**src/rtl/seg7_pkg.sv**
```systemverilog
// seg7_pkg: shared constants for the 7-segment scan driver.
//   SEG_TABLE : hex nibble -> active-low segment pattern (bit 0 = a .. bit 6 = g)
//   SEG_BLANK : all segments dark
//   AN_*/DP_* : active-low drive levels for anodes and decimal point
package seg7_pkg;

  localparam int unsigned SEG_W = 7;
  localparam int unsigned NIB_W = 4;

  // Entry 15 first in the concatenation, so SEG_TABLE[n] is the pattern for n.
  localparam logic [15:0][SEG_W-1:0] SEG_TABLE = {
    7'h0E, 7'h06, 7'h21, 7'h46, 7'h03, 7'h08, 7'h10, 7'h00,
    7'h78, 7'h02, 7'h12, 7'h19, 7'h30, 7'h24, 7'h79, 7'h40
  };

  localparam logic [SEG_W-1:0] SEG_BLANK = 7'h7F;

  localparam logic AN_ON  = 1'b0;
  localparam logic AN_OFF = 1'b1;
  localparam logic DP_ON  = 1'b0;
  localparam logic DP_OFF = 1'b1;

endpackage

```
**src/rtl/seg7_scan_driver_decode.sv**
```systemverilog
// seg7_decode: combinational hex-nibble to active-low 7-segment decoder.
//   i_nibble : 4-bit hex value
//   o_seg_c  : active-low segments, bit 0 = a .. bit 6 = g
module seg7_decode
  import seg7_pkg::*;
(
  input  logic [NIB_W-1:0] i_nibble,
  output logic [SEG_W-1:0] o_seg_c
);

  assign o_seg_c = SEG_TABLE[i_nibble];

endmodule

```
**src/rtl/seg7_scan_driver.sv**
```systemverilog
// seg7_scan_driver: time-multiplexed driver for a NUM_DIGITS hex display.
//   clk, rst   : clock, asynchronous active-high reset
//   load       : capture data/dp_in into the shadow registers
//   data       : hex nibbles, nibble i drives digit i (digit 0 least significant)
//   dp_in      : per-digit decimal point request (1 = lit)
//   digit_en   : live per-digit enable (1 = may light)
//   lz_blank   : live leading-zero suppression enable
//   seg, dp    : active-low segments / decimal point (registered)
//   an         : active-low digit anodes, at most one low (registered)
//   scan_tick  : one-cycle pulse when the slot index advances
// Each slot lasts 2^DIV_WIDTH cycles; the first BLANK_CYCLES of a slot are dark
// to avoid ghosting while the anodes switch.
module seg7_scan_driver
  import seg7_pkg::*;
#(
  parameter int unsigned NUM_DIGITS   = 4,
  parameter int unsigned DIV_WIDTH    = 17,
  parameter int unsigned BLANK_CYCLES = 16
) (
  input  logic                        clk,
  input  logic                        rst,
  input  logic                        load,
  input  logic [NIB_W*NUM_DIGITS-1:0] data,
  input  logic [NUM_DIGITS-1:0]       dp_in,
  input  logic [NUM_DIGITS-1:0]       digit_en,
  input  logic                        lz_blank,
  output logic [SEG_W-1:0]            seg,
  output logic                        dp,
  output logic [NUM_DIGITS-1:0]       an,
  output logic                        scan_tick
);

  localparam int unsigned IDX_W  = (NUM_DIGITS > 1) ? $clog2(NUM_DIGITS) : 1;
  localparam int unsigned DATA_W = NIB_W * NUM_DIGITS;
  localparam logic [DIV_WIDTH-1:0] CNT_MAX   = '1;
  localparam logic [DIV_WIDTH-1:0] BLANK_CNT = DIV_WIDTH'(BLANK_CYCLES);
  localparam logic [IDX_W-1:0]     IDX_LAST  = IDX_W'(NUM_DIGITS - 1);

  // Elaboration-time parameter legality
  if (NUM_DIGITS == 0 || NUM_DIGITS > 8) begin : g_bad_num_digits
    $error("seg7_scan_driver: NUM_DIGITS must be 1..8");
  end
  if (DIV_WIDTH == 0 || (64'(BLANK_CYCLES) >> DIV_WIDTH) != 64'd0) begin : g_bad_blank
    $error("seg7_scan_driver: BLANK_CYCLES must be below 2^DIV_WIDTH");
  end

  logic [DIV_WIDTH-1:0]  r_cnt;
  logic [IDX_W-1:0]      r_idx;
  logic [DATA_W-1:0]     r_data;
  logic [NUM_DIGITS-1:0] r_dp;
  logic [SEG_W-1:0]      r_seg;
  logic                  r_dp_out;
  logic [NUM_DIGITS-1:0] r_an;
  logic                  r_tick;

  logic [DIV_WIDTH-1:0]  w_cnt_next;
  logic [IDX_W-1:0]      w_idx_next;
  logic [DATA_W-1:0]     w_data_next;
  logic [NUM_DIGITS-1:0] w_dp_sh_next;
  logic [SEG_W-1:0]      w_seg_next;
  logic                  w_dp_next;
  logic [NUM_DIGITS-1:0] w_an_next;
  logic                  w_wrap;
  logic                  w_blank;

  logic [NUM_DIGITS-1:0] w_zero_from;
  logic [NIB_W-1:0]      w_nibble;
  logic                  w_en_sel;
  logic                  w_dp_sel;
  logic                  w_zero_sel;
  logic [NUM_DIGITS-1:0] w_an_sel;
  logic [SEG_W-1:0]      w_seg_dec;

  // w_zero_from[i]: nibbles i..NUM_DIGITS-1 of the shadow value are all zero
  always_comb begin
    w_zero_from = '0;
    for (int i = 0; i < NUM_DIGITS; i++) begin
      w_zero_from[i] = ((r_data >> (NIB_W * i)) == '0);
    end
  end

  // Per-slot selection of nibble, enables and anode pattern by current index
  always_comb begin
    w_nibble   = '0;
    w_en_sel   = 1'b0;
    w_dp_sel   = 1'b0;
    w_zero_sel = 1'b0;
    w_an_sel   = {NUM_DIGITS{AN_OFF}};
    for (int i = 0; i < NUM_DIGITS; i++) begin
      if (r_idx == IDX_W'(i)) begin
        w_nibble    = r_data[NIB_W*i +: NIB_W];
        w_en_sel    = digit_en[i];
        w_dp_sel    = r_dp[i];
        w_zero_sel  = w_zero_from[i];
        w_an_sel[i] = AN_ON;
      end
    end
  end

  seg7_decode u_decode (
    .i_nibble (w_nibble),
    .o_seg_c  (w_seg_dec)
  );

  // Next-state and next-output logic
  always_comb begin
    w_cnt_next   = r_cnt + DIV_WIDTH'(1);
    w_wrap       = (r_cnt == CNT_MAX);
    w_idx_next   = r_idx;
    w_data_next  = r_data;
    w_dp_sh_next = r_dp;

    if (w_wrap) begin
      w_idx_next = (r_idx == IDX_LAST) ? '0 : r_idx + IDX_W'(1);
    end
    if (load) begin
      w_data_next  = data;
      w_dp_sh_next = dp_in;
    end

    // Digit 0 is exempt from leading-zero suppression so zero still shows "0"
    w_blank = (r_cnt < BLANK_CNT) || !w_en_sel ||
              (lz_blank && (r_idx != '0) && w_zero_sel);

    w_seg_next = w_blank ? SEG_BLANK : w_seg_dec;
    w_dp_next  = (w_blank || !w_dp_sel) ? DP_OFF : DP_ON;
    w_an_next  = w_blank ? {NUM_DIGITS{AN_OFF}} : w_an_sel;
  end

  // State and output registers
  always_ff @(posedge clk or posedge rst) begin
    if (rst) begin
      r_cnt    <= '0;
      r_idx    <= '0;
      r_data   <= '0;
      r_dp     <= '0;
      r_seg    <= SEG_BLANK;
      r_dp_out <= DP_OFF;
      r_an     <= {NUM_DIGITS{AN_OFF}};
      r_tick   <= 1'b0;
    end else begin
      r_cnt    <= w_cnt_next;
      r_idx    <= w_idx_next;
      r_data   <= w_data_next;
      r_dp     <= w_dp_sh_next;
      r_seg    <= w_seg_next;
      r_dp_out <= w_dp_next;
      r_an     <= w_an_next;
      r_tick   <= w_wrap;
    end
  end

  assign seg       = r_seg;
  assign dp        = r_dp_out;
  assign an        = r_an;
  assign scan_tick = r_tick;

endmodule

```
**config.mk**
```make
export PLATFORM = sky130hd
export DESIGN_NAME = seg7_scan_driver
export DESIGN_NICKNAME = d
export VERILOG_FILES = /design/src/rtl/seg7_pkg.sv /design/src/rtl/seg7_scan_driver_decode.sv /design/src/rtl/seg7_scan_driver.sv
export SDC_FILE = /design/constraint.sdc
export NUM_CORES = 1
export LEC_CHECK = 0
export CAP_MARGIN = 20
export CORE_ASPECT_RATIO = 2
export CORE_UTILIZATION = 24
export CTS_CLUSTER_DIAMETER = 80
export DETAILED_ROUTE_END_ITERATION = 6
export SLEW_MARGIN = 25
export SYNTH_ARGS = -nofsm -noshare
export SYNTH_HDL_FRONTEND = slang
export SYNTH_SLANG_ARGS = --single-unit
```
**constraint.sdc**
```tcl
create_clock -name clk -period 2.4 [get_ports clk]
set_clock_uncertainty 0.2 [all_clocks]
set_input_delay 0.24 -clock clk [delete_from_list [all_inputs] [get_ports clk]]
set_output_delay 0.24 -clock clk [all_outputs]
set_load 0.02 [all_outputs]
```
==> summary.txt, run 1 <==
Outcome
  • Status: completed

CTS
  • CTS max path bufs: 2
  • H-Tree Depth: 2
  • Clock Latency Late Sink: 0.30 ns
  • CTS tree: done
  • TritonCTS Sinks: 52
  • Number of buffers created by CTS: 5
  • Root Buffer: clkbuf_16
  • CTS Hold Bufs: 0
  • Reg clk slew, reported paths: 0.07 ns

Power
  • Clock network fraction of total power: 36.5%
  • Switching Share: 25.6%
  • Internal Dissipation: 1.49 mW
  • Flop pwr share: 48.7%
  • Combinational power share: 14.8%
  • PwrDens: 593 mW/mm²
  • Total power: 2.00 mW
  • P_leak: 1.41 nW
  • Maximum vdd ir drop: 0.263 mV
  • NetSw: 513 µW

STA
  • Achievable Freq: 428 MHz
  • Crit share post-route: 97.3%
  • Final hold vios: 0
  • Clock period minus worst slack: 2.34 ns
  • Max Slew Vio Count: 0
  • Worst rel slew slack: 77.2%
  • Worst-margin pin slew: 0.341 ns
  • Setup Viol. Count Final: 0
  • Setup tns final: 0 ns
  • RSZ-0062 raised after global routing: yes

Floorplanning
  • Total core area: 0.0102 mm²
  • Initial Utilization: 24.9%
  • Num ports: 41
  • Die width: 74.7 µm
  • Die height: 147 µm
  • Die Area: 0.0110 mm²
  • Std-Cell Rows: 52

Hold path
  • Worst hold path type: in2async

Worst setup path
  • WS Path Type: reg2reg
  • Cells on worst reg2reg path: 8
  • Worst r2r src: r_idx[0]$_DFFE_PP0P_
  • Critical Path RT: 2.42 ns
  • CP startpoint: r_idx[0]$_DFFE_PP0P_
  • CP Capture Type: flip-flop
  • Flop-to-flop setup slack: 0.06 ns
  • CP Max Fanout: 10
  • Crit start category: flip-flop
  • Crit path DAT: 2.36 ns

Global route
  • Initial antenna violation count: 0
  • Largest net degree at the start of global routing: 53
  • First-pass GRT wire length: 9870 µm
  • Vias in the first global route: 2065
  • Total Routing Usage GR: 11.8%
  • GRT Residual Overflow: 0

Logic synthesis
  • Post-synth cell types: 44
  • Ys Warns: 0
  • Mean area per synthesized cell: 11.3 µm²
  • Syn nets: 265
  • Seq/Total Area, Yosys: 51.8%
  • Synth Flop Type: dfrtp_1
  • Post-synth EDFFs: 0
  • FF+latch count, synth: 52
  • Ys async rst share: 100%
  • Syn Inst Count: 225
  • Post-Syn Area: 0.00254 mm²

Placed design
  • Post-DP HPWL: 4540 µm
  • Gpl congestion: 0.806
  • Port bufs: 40

Layout
  • Filler cells: 1043
  • Area Growth Syn to Fin: 33.1%
  • Reg area: 0.00132 mm²
  • Layout cells sized above 1: 25.2%
  • Commonest cells after routing, fill and taps aside: clkdlybuf4s50_1, dfrtp_1, nand2_1, mux2_2, buf_4
  • Final #Nets: 317
  • N_diodes: 0
  • Area of the multi-input gates: 0.00117 mm²

Route
  • DRT Pass-1 Iters: 4
  • Wire per inst: 14.1 µm
  • DRT iter0 DRCs: 79
  • Post-route ant nets: 0
  • # DRC: 0
  • DR vias/cell: 4.60
  • Vias after detailed routing: 1901
  • Final WL: 5800 µm

Run
  • Max Cap Violations: 0
final cells by class:
| type | instances | share of cell area [%] |
|---|---|---|
| timing repair buffer | 56 | 15.8 |
| tap | 135 | 5.00 |
| multi-input combinational | 152 | 34.7 |
| inverter | 10 | 1.11 |
| sequential | 52 | 38.9 |
| clock buffer | 5 | 3.70 |
| clock inverter | 3 | 0.815 |
flip-flops by register name, summed over array words and instances (netlist names):
name / count
scan_tick: 1
r_dp: 4
an: 4
r_idx: 2
seg: 7
dp: 1
r_data: 16
r_cnt: 17
metal layers:
layer	wire (µm)	track usage (%)	up-vias
li1	-	-	903
met1	1970	11.3	936
met2	3380	21.9	43
met3	185	2.52	19
met4	273	6.79	0
met5	0	0	-
power groups by stage:
stage	sequential [mW]	clock (mW)	combinational, mW
6_report	0.974	0.732	0.296
5_1_grt	0.980	0.788	0.326
4_1_cts	0.975	0.755	0.296
3_5_place_dp	0.990	0	0.295
3_3_place_gp	0.989	0	0.289
2_1_floorplan	0.998	0	0.145
logic make-up (layout without fill, tap and decap cells):
| group | count (synthesis) | in the layout | synth area share [%] |
|---|---|---|---|
| AND/OR/NAND/NOR | 70 | 70 | 14.6 |
| AO/OA/AOI/OAI | 38 | 38 | 11.0 |
| adder cells (fa/ha/maj) | 12 | 12 | 5.91 |
| buffers and inverters | 21 | 74 | 3.84 |
| XOR/XNOR | 14 | 14 | 4.83 |
| flip-flops | 52 | 52 | 51.8 |
| multiplexers | 18 | 18 | 7.98 |
metrics by stage:
stage	cells	hold WS, ns	utilization [%]	worst slack [ns]	cell area (µm²)
final	413	0.103	33.1	0.0649	3380
after global placement	403	0.280	31.1	-0.0398	3170
after CTS	411	0.114	32.6	0.00470	3330
after floorplan	225	0.161	-	0.0108	2550
after detailed placement	403	0.279	31.1	-0.0430	3170
after global routing	413	0.123	33.1	-0.0284	3380
synthesized netlist by cell type (2+ instances only):
cell,number,area [µm²]
a211oi_1,2,15.0
a21oi_1,9,45.0
a311o_1,2,20.0
and3_1,5,31.3
and4_1,2,17.5
buf_1,2,7.51
buf_2,6,30.0
dfrtp_1,40,1000
dfstp_2,12,315
ha_1,12,150
inv_1,10,37.5
mux2_2,18,203
nand2_1,22,82.6
nand3_1,12,60.1
nand3b_1,5,37.5
nand4_1,2,12.5
nor2_1,7,26.3
nor2b_1,2,12.5
nor3b_1,4,30.0
nor4_1,4,25.0
o211ai_2,3,37.5
o21ai_0,10,50.1
xnor2_1,11,96.3
xor2_1,3,26.3
worst max-delay path, stage by stage (launching register included):
cell and delay (ns):
dfrtp_1 0.42, ha_1 0.33, buf_4 0.21, nor2_1 0.25, a311oi_2 0.14, buf_4 0.19
or3_1 0.34, o31ai_1 0.09, o21ai_2 0.09
repair_timing:
item | in CTS | in global routing
gates resized for setup | 2 | 9
pin swaps | 0 | 1
setup buffers | 0 | 2
endpoints found under the setup margin | 1 | 12
final timing paths:
check | end
min in group clk | r_cnt[13]$_DFF_PP0_
min reg2reg | r_cnt[13]$_DFF_PP0_
max | seg[0]$_DFF_PP1_
max reg2reg | seg[0]$_DFF_PP1_
min | r_dp[1]$_DFFE_PP0P_
max in group asynchronous | seg[0]$_DFF_PP1_
Note: power is estimated with default switching activity, not from simulation.
==> run 2, diff against run 1 <==
- CORE_MARGIN: unset -> 1
- RECOVER_POWER: unset -> 25
==> summary.txt, run 2 (synthesis gave the netlist of run 1 again) <==
Outcome
  • Status: completed

Route
  • DRT iter0 DRCs: 71 (-10%)
  • Wire length on met1: 1960 µm (-0.20%)
  • DRT Pass-1 Iters: 4 (unchanged)
  • Post-route ant nets: 0 (unchanged)
  • DR vias/cell: 4.61 (about the same)
  • Final WL: 5810 µm (+0.19%)
  • # DRC: 0 (unchanged)
  • Vias after detailed routing: 1902 (+0.053%)
  • Routed met3 length: 188 µm (+1.6%)
  • Top Metal Used: met4
  • Wire per inst: 14.1 µm (+0.19%)
  • Met2 wire len: 3390 µm (+0.47%)

Worst setup path
  • Crit path DAT: 2.36 ns (about the same)
  • CP Max Fanout: 10 (unchanged)
  • Crit start category: flip-flop
  • WS Path Type: reg2reg
  • Critical Path RT: 2.42 ns (about the same)
  • Worst r2r src: r_idx[0]$_DFFE_PP0P_
  • Flop-to-flop setup slack: 0.07 ns (about the same)
  • CP Capture Type: flip-flop
  • CP startpoint: r_idx[0]$_DFFE_PP0P_

CTS
  • Clock Latency Late Sink: 0.30 ns (about the same)
  • Number of buffers created by CTS: 5 (unchanged)
  • Reg clk slew, reported paths: 0.07 ns (about the same)
  • Root Buffer: clkbuf_16
  • H-Tree Depth: 2 (unchanged)
  • CTS max path bufs: 2 (unchanged)
  • CTS tree: done
  • TritonCTS Sinks: 52 (unchanged)

Floorplanning
  • Total core area: 0.0102 mm² (unchanged)
  • Std-Cell Rows: 52 (unchanged)
  • Die Area: 0.0110 mm² (unchanged)
  • Die height: 147 µm (unchanged)
  • Num ports: 41 (unchanged)
  • Die width: 74.7 µm (unchanged)
  • Initial Utilization: 24.9% (unchanged)

Hold path
  • Hold Crit Start: r_cnt[13]$_DFF_PP0_
  • Worst hold path type: reg2reg

Layout
  • Final Util: 32.9% (-0.15 points)
  • Final cell count without fillers: 413 (unchanged)
  • Design Area, Final: 0.00336 mm² (-0.44%)
  • Final #Nets: 317 (unchanged)
  • Commonest non-fill, non-tap cell in the layout: dfrtp_1
  • Layout cells sized above 1: 24.8% (-0.36 points)
  • N_diodes: 0 (unchanged)
  • Filler cells: 1045 (+0.19%)
  • Area Growth Syn to Fin: 32.5%
  • Commonest cells after routing, fill and taps aside: dfrtp_1, clkdlybuf4s50_1, nand2_1, mux2_2, buf_4
  • Max reg flops: 17 (unchanged)
  • Most flops, register: r_cnt

STA
  • Setup Viol. Count Final: 0 (unchanged)
  • Achievable Freq: 429 MHz (about the same)
  • Max Slew Vio Count: 0 (unchanged)
  • Final hold vios: 0 (unchanged)
  • Worst-margin pin slew: 1.26 ns (+0.914 ns)
  • WHS: 0.290 ns (+0.187 ns)
  • Clock period minus worst slack: 2.33 ns (-0.00189 ns)
  • Worst rel slew slack: 16.3% (-61 points)
  • RSZ-0062 raised after global routing: yes
  • Crit share post-route: 97.2% (about the same)

Global route
  • Total Routing Usage GR: 11.8% (unchanged)
  • First-pass GRT wire length: 9870 µm (unchanged)
  • Largest net degree at the start of global routing: 53 (unchanged)
  • GRT Residual Overflow: 0 (unchanged)
  • Initial antenna violation count: 0 (unchanged)
  • Vias in the first global route: 2065 (unchanged)

Power
  • Clock network fraction of total power: 36.7% (+0.2 points)
  • Maximum vdd ir drop: 0.262 mV (about the same)
  • Total power: 2.00 mW (-0.14%)
  • P_leak: 1.40 nW (-0.54%)
  • Switching Share: 25.7% (+0.064 points)
  • NetSw: 513 µW (+0.11%)
  • Internal Dissipation: 1.49 mW (-0.22%)
  • PwrDens: 594 mW/mm² (+0.31%)
  • Combinational power share: 14.6% (-0.2 points)
  • Flop pwr share: 48.7% (about the same)

Placed design
  • Port bufs: 40 (unchanged)
  • Placed cells: 403 (unchanged)
  • Gpl congestion: 0.806 (unchanged)
  • Placed Area: 0.00317 mm² (unchanged)
  • Post-DP HPWL: 4540 µm (unchanged)

Run
  • Max Cap Violations: 0 (unchanged)
==> run 2: cell types whose count changed in the layout (fill, tap and decap cells not counted), sizes merged <==
cell	delta
clkdlybuf4s50	-1
inv	-1
clkinv	+1
clkbuf	+1
buf	-1
dlygate4sd3	+1
==> run 2: area by class of cell <==
type	instances	area (µm²)	area share (%)
clock buffers	5	125	3.72
clock inverters	3	27.5	0.818
inverters	10	37.5	1.12
multi-input cells	152	1170	34.8
flip-flops and latches	52	1320	39.1
well taps	135	169	5.02
repair buffers	56	518	15.4
==> run 2: power groups by stage <==
stage                     Combinational [mW]  Clock, mW  Sequential (mW)
final                                  0.293      0.733            0.974
after floorplan                        0.145          0            0.998
after detailed placement               0.295          0            0.990
after CTS                              0.296      0.755            0.975
after global placement                 0.289          0            0.989
after global routing                   0.322      0.788            0.980
==> run 2: metal layers <==
| layer | global-route usage, % | vias up |
|---|---|---|
| li1 | - | 901 |
| met1 | 11.3 | 940 |
| met2 | 21.9 | 43 |
| met3 | 2.52 | 18 |
| met4 | 6.79 | 0 |
| met5 | 0 | - |
==> run 2: what timing repair did <==
item	CTS	global route
hold buffers	0	0
setup buffers	0	2
pin swaps	0	1
gates resized for setup	2	9
endpoints found under the setup margin	1	12
==> run 2: worst paths after layout <==
path / end / depth (start not counted)
max: seg[0]$_DFF_PP1_ / 8
max reg2reg: seg[0]$_DFF_PP1_ / 8
min in group asynchronous: r_cnt[8]$_DFF_PP0_ / 3
max in group asynchronous: r_data[0]$_DFFE_PP0P_ / 3
min: r_cnt[13]$_DFF_PP0_ / 1
min reg2reg: r_cnt[13]$_DFF_PP0_ / 1
==> run 2: worst max-delay path: stages (launching register included) <==
cell and delay [ns]:
dfrtp_1 0.42, ha_1 0.33, buf_4 0.21, nor2_1 0.25, a311oi_2 0.14, buf_4 0.19, or3_1 0.34, o31ai_1 0.09
o21ai_2 0.09
==> run 2: per-stage QoR <==
step	setup slack [ns]	setup TNS, ns
after CTS	0.00470	0
final	0.0668	0
after global placement	-0.0398	-0.0398
after floorplan	0.0108	0
after global routing	-0.0284	-0.0849
after detailed placement	-0.0430	-0.0430
